`config.mk`:
```
export PLATFORM = sky130hd
export DESIGN_NAME = deconvolution_seq
export DESIGN_NICKNAME = d
export VERILOG_FILES = /design/src/rtl/deconvolution_seq.sv
export SDC_FILE = /design/constraint.sdc
export NUM_CORES = 1
export LEC_CHECK = 0
export ABC_AREA = 1
export CAP_MARGIN = 10
export CELL_PAD_IN_SITES_DETAIL_PLACEMENT = 2
export CELL_PAD_IN_SITES_GLOBAL_PLACEMENT = 2
export CORE_MARGIN = 3
export CORE_UTILIZATION = 34
export CTS_BUF_LIST = sky130_fd_sc_hd__clkbuf_8
export DETAILED_ROUTE_END_ITERATION = 10
export GPL_TIMING_DRIVEN = 0
export PLACE_DENSITY_LB_ADDON = 0.15
export SLEW_MARGIN = 20
export SYNTH_ARGS = -nofsm -noshare
export SYNTH_HDL_FRONTEND = slang
export SYNTH_SLANG_ARGS = --single-unit
```
`constraint.sdc`:
```
create_clock -name clk -period 7.58 [get_ports clk]
set_input_delay 1.516 -clock clk [delete_from_list [all_inputs] [get_ports clk]]
set_output_delay 1.516 -clock clk [all_outputs]
set_load 0.05 [all_outputs]
```
`src/rtl/deconvolution_seq.sv`:
```
// Sequential mod-16 deconvolution: recovers x0..x7 from y0..y7 and kernel h0..h7
// by forward substitution, sharing one multiply-accumulate across all taps.
module deconvolution_seq #(
  parameter int W = 4,
  parameter int N = 8
) (
  input  logic         clk,
  input  logic         rst,
  input  logic         start,
  input  logic [W-1:0] y0,
  input  logic [W-1:0] y1,
  input  logic [W-1:0] y2,
  input  logic [W-1:0] y3,
  input  logic [W-1:0] y4,
  input  logic [W-1:0] y5,
  input  logic [W-1:0] y6,
  input  logic [W-1:0] y7,
  input  logic [W-1:0] h0,
  input  logic [W-1:0] h1,
  input  logic [W-1:0] h2,
  input  logic [W-1:0] h3,
  input  logic [W-1:0] h4,
  input  logic [W-1:0] h5,
  input  logic [W-1:0] h6,
  input  logic [W-1:0] h7,
  output logic [W-1:0] x0,
  output logic [W-1:0] x1,
  output logic [W-1:0] x2,
  output logic [W-1:0] x3,
  output logic [W-1:0] x4,
  output logic [W-1:0] x5,
  output logic [W-1:0] x6,
  output logic [W-1:0] x7,
  output logic         busy,
  output logic         done,
  output logic         err
);

  typedef enum logic [2:0] {IDLE, INIT, MAC, WRITE, DONE} state_t;

  state_t       state, state_nxt;
  logic [W-1:0] yr [N];
  logic [W-1:0] hr [N];
  logic [W-1:0] xr [N];
  logic [2:0]   n;
  logic [2:0]   k;
  logic [2:0]   idx;
  logic [W-1:0] acc;
  logic [W-1:0] prod;

  // Multiplicative inverse mod 16; only odd values have one.
  function automatic logic [W-1:0] inv16(input logic [W-1:0] a);
    case (a)
      4'd1:    inv16 = 4'd1;
      4'd3:    inv16 = 4'd11;
      4'd5:    inv16 = 4'd13;
      4'd7:    inv16 = 4'd7;
      4'd9:    inv16 = 4'd9;
      4'd11:   inv16 = 4'd3;
      4'd13:   inv16 = 4'd5;
      4'd15:   inv16 = 4'd15;
      default: inv16 = 4'd0;
    endcase
  endfunction

  // 4-bit result width truncates the product to mod 16.
  assign idx  = n - k;
  assign prod = hr[k] * xr[idx];

  always_ff @(posedge clk or posedge rst) begin
    if (rst) state <= IDLE;
    else     state <= state_nxt;
  end

  always_comb begin
    state_nxt = state;
    case (state)
      IDLE:    if (start) state_nxt = h0[0] ? INIT : DONE;
      INIT:    state_nxt = (n != 3'd0) ? MAC : WRITE;
      MAC:     if (k == n) state_nxt = WRITE;
      WRITE:   state_nxt = (n == 3'd7) ? DONE : INIT;
      DONE:    state_nxt = IDLE;
      default: state_nxt = IDLE;
    endcase
  end

  always_ff @(posedge clk or posedge rst) begin
    if (rst) begin
      for (int i = 0; i < N; i++) begin
        yr[i] <= '0;
        hr[i] <= '0;
        xr[i] <= '0;
      end
      n   <= '0;
      k   <= '0;
      acc <= '0;
      err <= 1'b0;
    end else begin
      case (state)
        IDLE: if (start) begin
          yr[0] <= y0; yr[1] <= y1; yr[2] <= y2; yr[3] <= y3;
          yr[4] <= y4; yr[5] <= y5; yr[6] <= y6; yr[7] <= y7;
          hr[0] <= h0; hr[1] <= h1; hr[2] <= h2; hr[3] <= h3;
          hr[4] <= h4; hr[5] <= h5; hr[6] <= h6; hr[7] <= h7;
          err   <= ~h0[0];
          // An even h0 leaves the previous result visible.
          if (h0[0]) begin
            for (int i = 0; i < N; i++) xr[i] <= '0;
            n <= '0;
          end
        end
        INIT: begin
          acc <= yr[n];
          k   <= 3'd1;
        end
        MAC: begin
          acc <= acc - prod;
          k   <= k + 3'd1;
        end
        WRITE: begin
          xr[n] <= inv16(hr[0]) * acc;
          if (n != 3'd7) n <= n + 3'd1;
        end
        default: ;
      endcase
    end
  end

  assign x0   = xr[0];
  assign x1   = xr[1];
  assign x2   = xr[2];
  assign x3   = xr[3];
  assign x4   = xr[4];
  assign x5   = xr[5];
  assign x6   = xr[6];
  assign x7   = xr[7];
  assign busy = (state != IDLE);
  assign done = (state == DONE);

endmodule

```
==> summary.txt, run 1 <==
Clocking
  • Worst-case clock buffer depth: 2
  • Hold_buf cts: 0
  • Clk sinks: 110
  • Clk_lat worst skew: 0.39 ns
  • CTS Buf Count: 9
  • Worst-path clk slew: 0.11 ns
  • Post-cts gate resize count: 0
  • Root buffer cell: clkbuf_8
  • H-Tree Depth: 3
  • Post-CTS Setup Bufs: 0
  • TritonCTS clock tree: built

Drt
  • Antenna violation net count after detailed routing: 0
  • Wirelength per Cell: 19.0 um
  • Via count: 5486
  • Vias per cell: 5.04
  • Initial DRC count: 184
  • Final wirelength: 20.7 mm
  • Total iterations of the first detailed-routing run: 4
  • # DRC: 0

Logic synthesis
  • Cell count after synthesis: 751
  • Synthesized area: 5880 um2
  • Asr flop ratio synth: 1.00
  • Top_reg_cell synth: dfrtp_1
  • Post-synthesis register bit count: 110
  • Syn_area_per_cell: 7.83 um2
  • Synthesized net count: 839
  • Ys Warns: 0
  • EDFF count, synth: 0
  • Post-synthesis sequential area ratio: 0.468
  • Synth unique cells: 36

Floorplan
  • # rows: 47
  • Core Area: 16800 um2
  • I/O pins: 102
  • Initial Util: 0.351
  • Chip Height: 138 um
  • Die ar.: 18900 um2
  • Die width: 138 um

Timing
  • Fmax: 214 MHz
  • RSZ-0062 raised after global routing: false
  • Final hold vios: 0
  • Slew HR: 0.381
  • Final period utilization: 0.617
  • Final total negative setup slack: 0 ns
  • Final setup vio count: 0
  • Pins over their slew limit: 0
  • Worst-Margin Slew: 0.921 ns
  • Post-Route Skew: 0.0197 ns
  • Tmin final: 4.68 ns

Worst hold path
  • Worst Hold End: hr[3]
  • HP Class: register to register
  • HP Start: hr[3]
  • Hold Path Stages: 2

Placed design
  • RD Place Congestion: 0.829
  • Port bufs: 101
  • Cell count after placement: 1073
  • Post-DP HPWL: 16.5 mm

Critical path
  • Cells on worst reg2reg path: 28
  • Crit path top cell by count: nand2_1
  • Critical Path Source Type: register
  • CP Capture Type: register
  • Reg2reg start: n[0]
  • Crit path required time: 7.86 ns
  • Crit-path max FO: 9
  • Critical path type: register to register
  • CP arrival: 4.96 ns
  • FF-to-FF setup slack: 2.90 ns
  • Critical Path Max Stage Delay: 0.55 ns
  • Reg2reg end: acc[3]
  • Buffers & Inverters on Critical Path: 7
  • Delay-heaviest family, CP: adder cells
  • CP max stage cell: fa_1

Finish
  • Non-filler cells, final: 1089
  • # diodes: 0
  • Final #Nets: 952
  • Layout fillers: 1894
  • Area grow syn2layout: 25.8%
  • Share of cells above drive strength 1: 0.0748

GRT
  • Number of global-route vias before repair: 6259
  • First-pass GRT wire length: 33.5 mm
  • Largest net degree at the start of global routing: 65
  • Total grt overflow: 0
  • GRT Resource Usage Total: 0.231
  • Initial antenna violation count: 0

Power and ir drop
  • Worst vdd ir: 0.000170 V
  • Pleak: 3.58 nW
  • Cell Pwr Density: 473 nW/um2

Outcome
  • Outcome: complete, no violations

Run
  • Max Cap Violations: 0
## worst reg2reg max path, delay by kind of cell (launching register included)
family / cells / cell delay [ns]
adder cells (fa/ha/maj): 5 / 1.76
AND/OR/NAND/NOR: 14 / 1.31
buffers and inverters: 7 / 0.74
flip-flops: 1 / 0.51
AO/OA/AOI/OAI: 2 / 0.26
## cells by family after synthesis
group,share of synthesized area
adder cells (fa/ha/maj),0.0498
AND/OR/NAND/NOR,0.234
XOR/XNOR,0.0206
AO/OA/AOI/OAI,0.130
buffers and inverters,0.0977
flip-flops,0.468
## metal layers
metal	GRT usage	vias up	wire, um
li1	-	2609	-
met4	0.0698	0	372
met1	0.288	2758	9000
met2	0.411	104	10700
met3	0.0347	15	697
met5	0	-	0
## report_power, final
group          leakage (nW)  switching [W]  internal (W)
Sequential             1.41       0.000129      0.000798
Clock                0.0960       0.000218      0.000154
Combinational          2.07        0.00148      0.000712
Total                  3.58        0.00183       0.00166
## worst max-delay path by stage
stage	startpoint	to	slack (ns)	cells past startpoint
after floorplan	rst	acc[0]	3.16	1
after global placement	rst	hr[1]	1.55	2
after detailed placement	n[0]	acc[3]	2.92	28
after CTS	n[0]	acc[3]	2.91	28
after global routing	n[0]	acc[3]	2.55	28
final	n[0]	acc[3]	2.90	28
## Yosys cell counts (5+ instances only)
cell type / n / area, um2
nand2_1: 258 / 968
dfrtp_1: 110 / 2750
inv_1: 106 / 398
nand3_1: 50 / 250
o21ai_0: 48 / 240
o22ai_1: 37 / 231
ha_1: 17 / 213
nor2_1: 13 / 48.8
buf_2: 12 / 60.1
inv_2: 12 / 45.0
a21oi_1: 11 / 55.1
clkbuf_1: 10 / 37.5
a21oi_2: 7 / 61.3
xor2_1: 7 / 61.3
o211ai_1: 5 / 37.5
o21ai_1: 5 / 25.0
xnor2_1: 5 / 43.8
## flip-flops by register name, indices dropped and copies added (netlist names), 3 cells and up
name	count
state	3
x6	4
x3	4
x5	4
yr	32
x2	4
x4	4
x1	4
x7	4
acc	4
hr	32
k	3
x0	4
n	3
## stage by stage
step | power, W | hold WS (ns) | setup WS (ns) | util | cell area, um2
floorplan | 0.00240 | 0.437 | 3.16 | - | 5880
global placement | 0.00299 | 0.459 | 1.55 | 0.428 | 7170
detailed placement | 0.00315 | 0.465 | 2.92 | 0.429 | 7200
CTS | 0.00353 | 0.493 | 2.91 | 0.441 | 7390
global route | 0.00386 | 0.515 | 2.55 | 0.441 | 7390
finish | 0.00350 | 0.488 | 2.90 | 0.441 | 7390
## cell type report
class | count | area, um2 | area share
flip-flops and latches | 110 | 2750 | 0.372
clock buffers | 9 | 124 | 0.0168
repair buffers | 102 | 1040 | 0.140
well taps | 220 | 275 | 0.0372
multi-input cells | 496 | 2550 | 0.345
clock inverters | 7 | 72.6 | 0.00981
plain buffers | 26 | 128 | 0.0173
inverters | 119 | 452 | 0.0611
## layout by cell type, fill, tap and decap left out, drive strengths merged
master,synthesis,routed
nor2,18,18
buf,16,17
nand4,3,3
a21oi,18,18
xnor2,5,5
xor2,8,8
clkdlybuf4s50,0,101
ha,17,17
a211oi,1,1
o2111ai,1,1
nand3,50,50
clkinvlp,0,2
o21ai,54,54
fa,4,4
o22ai,37,37
a31oi,1,1
clkbuf,10,19
bufinv,0,1
nand2,260,260
inv,118,120
o211ai,5,5
dfrtp,110,110
a221oi,2,2
clkinv,1,3
o21a,1,1
a22oi,2,2
o221ai,3,3
nor3,4,4
o21bai,2,2
Power figures use the tool's default switching activity.
==> run 2: changes to the inputs <==
--- a/config.mk
+++ b/config.mk
@@ -10,7 +10,7 @@
 export CELL_PAD_IN_SITES_DETAIL_PLACEMENT = 2
 export CELL_PAD_IN_SITES_GLOBAL_PLACEMENT = 2
 export CORE_MARGIN = 3
-export CORE_UTILIZATION = 34
+export CORE_UTILIZATION = 32
 export CTS_BUF_LIST = sky130_fd_sc_hd__clkbuf_8
 export DETAILED_ROUTE_END_ITERATION = 10
 export GPL_TIMING_DRIVEN = 0
==> constraint.sdc (replaced) <==
create_clock -name clk -period 4.41 [get_ports clk]
set_input_delay 0.882 -clock clk [delete_from_list [all_inputs] [get_ports clk]]
set_output_delay 0.882 -clock clk [all_outputs]
set_load 0.05 [all_outputs]
==> summary.txt, run 2 (synthesis results as in run 1) <==
Timing
  • Final hold vios: 0 (unchanged)
  • Worst-Margin Slew: 0.876 ns (-0.0453 ns)
  • Tmin final: 4.14 ns (-0.540 ns)
  • Final period utilization: 0.938 (+0.321)
  • Slew HR: 0.411 (+0.0304)
  • Post-Route Skew: 0.0189 ns (-0.000829 ns)
  • Final setup vio count: 0 (unchanged)
  • Fmax: 242 MHz (+13%)
  • WHS: 0.483 ns (-0.00443 ns)
  • Pins over their slew limit: 0 (unchanged)

Power and ir drop
  • Cell Pwr Density: 848 nW/um2 (+79%)
  • Worst vdd ir: 0.000380 V (+120%)
  • Pleak: 3.62 nW (+1.3%)

Worst hold path
  • HP Start: hr[22]
  • Hold Path Stages: 2 (unchanged)
  • HP Class: register to register
  • Worst Hold End: hr[22]

Floorplan
  • # rows: 48 (+2.1%)
  • Die width: 142 um (+2.9%)
  • Chip Height: 142 um (+2.9%)
  • Core Area: 17700 um2 (+5.4%)
  • Die ar.: 20000 um2 (+6.0%)
  • Initial Util: 0.333 (-0.0178)
  • I/O pins: 102 (unchanged)

Outcome
  • Outcome: complete, no violations

GRT
  • Number of global-route vias before repair: 6252 (-0.11%)
  • GRT Resource Usage Total: 0.217 (-0.0141)
  • Initial antenna violation count: 0 (unchanged)
  • First-pass GRT wire length: 34.0 mm (+1.5%)
  • Total grt overflow: 0 (unchanged)
  • Largest net degree at the start of global routing: 79 (+22%)

Clocking
  • Clk_lat worst skew: 0.40 ns (about the same)
  • Worst-path clk slew: 0.11 ns (about the same)
  • CTS Buf Count: 9 (unchanged)
  • TritonCTS clock tree: built
  • Hold_buf cts: 0 (unchanged)
  • Clk sinks: 110 (unchanged)
  • Root buffer cell: clkbuf_8
  • Worst-case clock buffer depth: 2 (unchanged)
  • H-Tree Depth: 3 (unchanged)

Finish
  • Commonest non-fill, non-tap cell in the layout: nand2_1
  • Final Instance Area: 7550 um2 (+2.0%)
  • # diodes: 0 (unchanged)
  • Non-filler cells, final: 1101 (+1.1%)
  • Share of cells above drive strength 1: 0.102 (+0.0268)
  • Final #Nets: 959 (+0.74%)
  • Commonest non-fill, non-tap cells in the layout: nand2_1, dfrtp_1, inv_1
  • Regs by FF count: hr (32), yr (32)
  • Area grow syn2layout: 28.3%

Critical path
  • Crit path required time: 4.70 ns (-3.16 ns)
  • CP arrival: 4.43 ns (-0.53 ns)
  • Critical Path Max Stage Delay: 0.52 ns (-0.03 ns)
  • Critical path type: register to register
  • Reg2reg end: acc[3]
  • Crit path top cell by count: nand2_1
  • FF-to-FF setup slack: 0.27 ns (-2.63 ns)
  • Reg2reg start: n[0]
  • Cells on worst reg2reg path: 28 (unchanged)
  • CP Capture Type: register
  • Critical Path Source Type: register
  • Crit-path max FO: 8 (-1)
  • CP max stage cell: fa_1

Drt
  • # DRC: 0 (unchanged)
  • Vias per cell: 5.05 (+0.19%)
  • Total iterations of the first detailed-routing run: 4 (unchanged)
  • Final wirelength: 21.0 mm (+1.4%)
  • Antenna violation net count after detailed routing: 0 (unchanged)
  • Via count: 5557 (+1.3%)
  • Initial DRC count: 205 (+11%)
  • Wirelength per Cell: 19.1 um (+0.25%)

Placed design
  • Placed inst area: 7200 um2 (about the same)
  • Port bufs: 101 (unchanged)
  • RD Place Congestion: 0.833 (+0.46%)
  • Post-DP HPWL: 16.3 mm (-1.0%)
  • Cell count after placement: 1078 (+0.47%)

Run
  • Max Cap Violations: 0 (unchanged)
-- run 2: final cells by class --
type,instances,area [um2]
fill,2052,10100
sequential,110,2760
multi-input combinational,496,2610
timing repair buffer,109,1090
inverter,119,472
tap,225,282
buffer,26,136
clock buffer,9,124
clock inverter,7,81.3
-- run 2: worst max path at each step --
stage                     startpoint  endpoint  slack (ns)
final                           n[0]    acc[3]        0.27
after global routing            n[0]    acc[3]       -0.02
after CTS                       k[0]    acc[3]       0.009
after detailed placement        k[1]    acc[3]       -0.21
after global placement           rst    hr[10]       -1.03
after floorplan                 n[0]    acc[3]        0.54
-- run 2: where the power goes --
part | switching (W) | internal, W
Sequential | 0.000209 | 0.00137
Combinational | 0.00270 | 0.00146
Clock | 0.000386 | 0.000271
-- run 2: repair_timing --
| item | 4_1_cts | 5_1_grt |
|---|---|---|
| cloned | 0 | 1 |
| setup buffers | 1 | 5 |
| endpoints found under the setup margin | 1 | 1 |
| pin swaps | 0 | 12 |
| gates resized for setup | 7 | 21 |
-- run 2: worst max-delay path: cells and delay by family, from the launching register on --
kind | cells | cell delay [ns]
AO/OA/AOI/OAI | 2 | 0.28
adder cells (fa/ha/maj) | 5 | 1.65
buffers and inverters | 7 | 0.49
flip-flops | 1 | 0.45
AND/OR/NAND/NOR | 14 | 1.16
-- run 2: per-stage QoR --
step                      TNS (ns)  power [W]   util  setup slack (ns)
after floorplan                  0    0.00413      -             0.537
after global placement     -112.35    0.00516  0.406             -1.03
after detailed placement    -0.212    0.00539  0.408            -0.212
after CTS                        0    0.00611  0.421           0.00855
after global routing       -0.0162    0.00708  0.427           -0.0162
final                            0    0.00640  0.427             0.274
-- run 2: per-layer routing --
metal | up-vias | wire [um] | share of wire | track usage
met2 | 104 | 10800 | 0.51 | 0.386
met1 | 2796 | 9300 | 0.44 | 0.279
met3 | 20 | 614 | 0.029 | 0.0246
met5 | - | 0 | 0 | 0
li1 | 2637 | - | - | -
met4 | 0 | 308 | 0.015 | 0.0561
==> run 3: changes to the inputs <==
--- a/config.mk
+++ b/config.mk
@@ -9,7 +9,7 @@
 export CAP_MARGIN = 10
 export CELL_PAD_IN_SITES_DETAIL_PLACEMENT = 2
 export CELL_PAD_IN_SITES_GLOBAL_PLACEMENT = 2
-export CORE_MARGIN = 3
+export CORE_MARGIN = 2
 export CORE_UTILIZATION = 32
 export CTS_BUF_LIST = sky130_fd_sc_hd__clkbuf_8
 export DETAILED_ROUTE_END_ITERATION = 10
==> summary.txt, run 3 (synthesis results as in run 1) <==
Drt
  • Vias per cell: 5.01 (-0.65%)
  • Antenna violation net count after detailed routing: 0 (unchanged)
  • Initial DRC count: 202 (-1.5%)
  • # DRC: 0 (unchanged)
  • Via count: 5551 (-0.11%)
  • Total iterations of the first detailed-routing run: 4 (unchanged)
  • Wirelength per Cell: 18.8 um (-1.3%)
  • Final wirelength: 20.9 mm (-0.73%)

Finish
  • Final #Nets: 961 (+0.21%)
  • # diodes: 0 (unchanged)
  • Commonest non-fill, non-tap cell in the layout: nand2_1
  • Commonest non-fill, non-tap cells in the layout: nand2_1, dfrtp_1, inv_1
  • Final core utilization: 0.421 (-0.00594)
  • Area grow syn2layout: 29.2%
  • Regs by FF count: hr (32), yr (32)
  • Final Instance Area: 7600 um2 (+0.66%)
  • Share of cells above drive strength 1: 0.106 (+0.00432)

Power and ir drop
  • Part of the power in registers: 0.241 (-0.006)
  • Cell Pwr Density: 865 nW/um2 (+2.0%)
  • Net switching fraction of the power: 0.512 (-0.00320)
  • Pleak: 3.64 nW (+0.39%)
  • Clock network fraction of total power: 0.108 (+0.005)
  • Worst vdd ir: 0.000467 V (+23%)
  • Internal Power: 0.00321 W (+3.4%)
  • P_sw: 0.00337 W (+2.1%)
  • Logic pwr share: 0.651 (about the same)

Floorplan
  • Initial Util: 0.326 (-0.00680)
  • Die width: 140 um (-1.4%)
  • # rows: 49 (+2.1%)
  • Core Area: 18000 um2 (+2.1%)
  • Die ar.: 19500 um2 (-2.8%)
  • I/O pins: 102 (unchanged)
  • Chip Height: 140 um (-1.4%)

Critical path
  • Critical Path Source Type: register
  • Buffers & Inverters on Critical Path: 7 (unchanged)
  • Crit path required time: 4.71 ns (about the same)
  • FF-to-FF setup slack: 0.19 ns (-0.08 ns)
  • CP max stage cell: fa_1
  • Reg2reg end: acc[3]
  • Delay-heaviest family, CP: adder cells
  • CP Capture Type: register
  • Crit path top cell by count: nand2_1
  • Critical Path Max Stage Delay: 0.50 ns (-0.02 ns)
  • Crit-path max FO: 8 (unchanged)
  • Critical path type: register to register
  • Reg2reg start: n[0]
  • Cells on worst reg2reg path: 28 (unchanged)
  • CP arrival: 4.52 ns (+0.09 ns)

Timing
  • Final total negative setup slack: 0 ns (unchanged)
  • Final setup vio count: 0 (unchanged)
  • Final hold vios: 0 (unchanged)
  • Slew HR: 0.362 (-0.0496)
  • Post-Route Skew: 0.00767 ns (-0.0112 ns)
  • Fmax: 237 MHz (-1.9%)
  • Worst-Margin Slew: 0.950 ns (+0.0738 ns)
  • Final worst slack: 0.193 ns (-0.0810 ns)
  • Final period utilization: 0.956 (+0.0184)
  • Pins over their slew limit: 0 (unchanged)
  • Tmin final: 4.22 ns (+0.0810 ns)

Placed design
  • Placed inst area: 7210 um2 (about the same)
  • Port bufs: 101 (unchanged)
  • Pre-CTS WS: -0.225 ns (-0.0120 ns)
  • RD Place Congestion: 0.862 (+3.5%)
  • Post-DP HPWL: 15.9 mm (-2.7%)

GRT
  • Largest net degree at the start of global routing: 79 (unchanged)
  • First-pass GRT wire length: 32.6 mm (-4.1%)
  • GRT Resource Usage Total: 0.214 (-0.00250)
  • Number of global-route vias before repair: 6070 (-2.9%)
  • Initial antenna violation count: 0 (unchanged)
  • Total grt overflow: 0 (unchanged)

Clocking
  • TritonCTS clock tree: built
  • Clk_lat worst skew: 0.40 ns (about the same)
  • CTS Buf Count: 9 (unchanged)
  • H-Tree Depth: 3 (unchanged)
  • Root buffer cell: clkbuf_8
  • Worst-case clock buffer depth: 2 (unchanged)
  • Clk sinks: 110 (unchanged)
  • Worst-path clk slew: 0.11 ns (about the same)

Outcome
  • Outcome: complete, no violations

Run
  • Max Cap Violations: 0 (unchanged)

Worst hold path
  • Worst Hold End: yr[11]
  • HP Start: yr[11]
  • HP Class: register to register
  • Hold Path Stages: 2 (unchanged)
run 3: timing repair:
action,CTS,global route
endpoints found under the setup margin,1,1
hold buffers,0,0
setup buffers,1,7
cloned,0,1
resized for setup,8,23
pin swaps,0,13
run 3: area by class of cell:
type                    instances  area (um2)
plain buffers                  26         136
clock buffers                  10         138
clock inverters                 6        85.1
fillers                      2079       10400
inverters                     119         467
multi-input cells             496        2630
flip-flops and latches        110        2760
well taps                     229         287
repair buffers                111        1100
run 3: tightest hold or removal path, stage by stage (launching register included):
cell and delay (ns):
dfrtp_1 0.36, nand2_1 0.05, nand2_1 0.05
run 3: worst max path at each step:
stage               slack (ns)  start  endpoint  cells after the start
floorplan                 0.54   n[0]    acc[3]                     28
global placement         -0.98    rst     hr[9]                      2
detailed placement       -0.22   n[0]    acc[3]                     28
CTS                      0.002   n[0]    acc[3]                     28
global route             -0.09   n[0]    acc[3]                     29
finish                    0.19   n[0]    acc[3]                     28
run 3: routing by layer:
layer / global-route usage / part of all wire / up-vias
li1: - / - / 2632
met1: 0.276 / 0.45 / 2776
met2: 0.362 / 0.49 / 113
met3: 0.0385 / 0.034 / 30
met4: 0.0768 / 0.031 / 0
met5: 0 / 0 / -
run 3: metrics by stage:
| step | instances | hold WS [ns] | total power [W] |
|---|---|---|---|
| after global placement | 1081 | 0.457 | 0.00514 |
| final | 1107 | 0.486 | 0.00657 |
| after floorplan | 751 | 0.437 | 0.00413 |
| after CTS | 1099 | 0.489 | 0.00616 |
| after global routing | 1107 | 0.520 | 0.00721 |
| after detailed placement | 1082 | 0.464 | 0.00539 |
run 3: power by group through the flow:
stage	logic, W	clock network [W]	registers [W]
after floorplan	0.00249	0	0.00164
after global placement	0.00355	0	0.00159
after detailed placement	0.00377	0	0.00162
after CTS	0.00384	0.000727	0.00159
after global routing	0.00482	0.000763	0.00163
final	0.00428	0.000711	0.00159
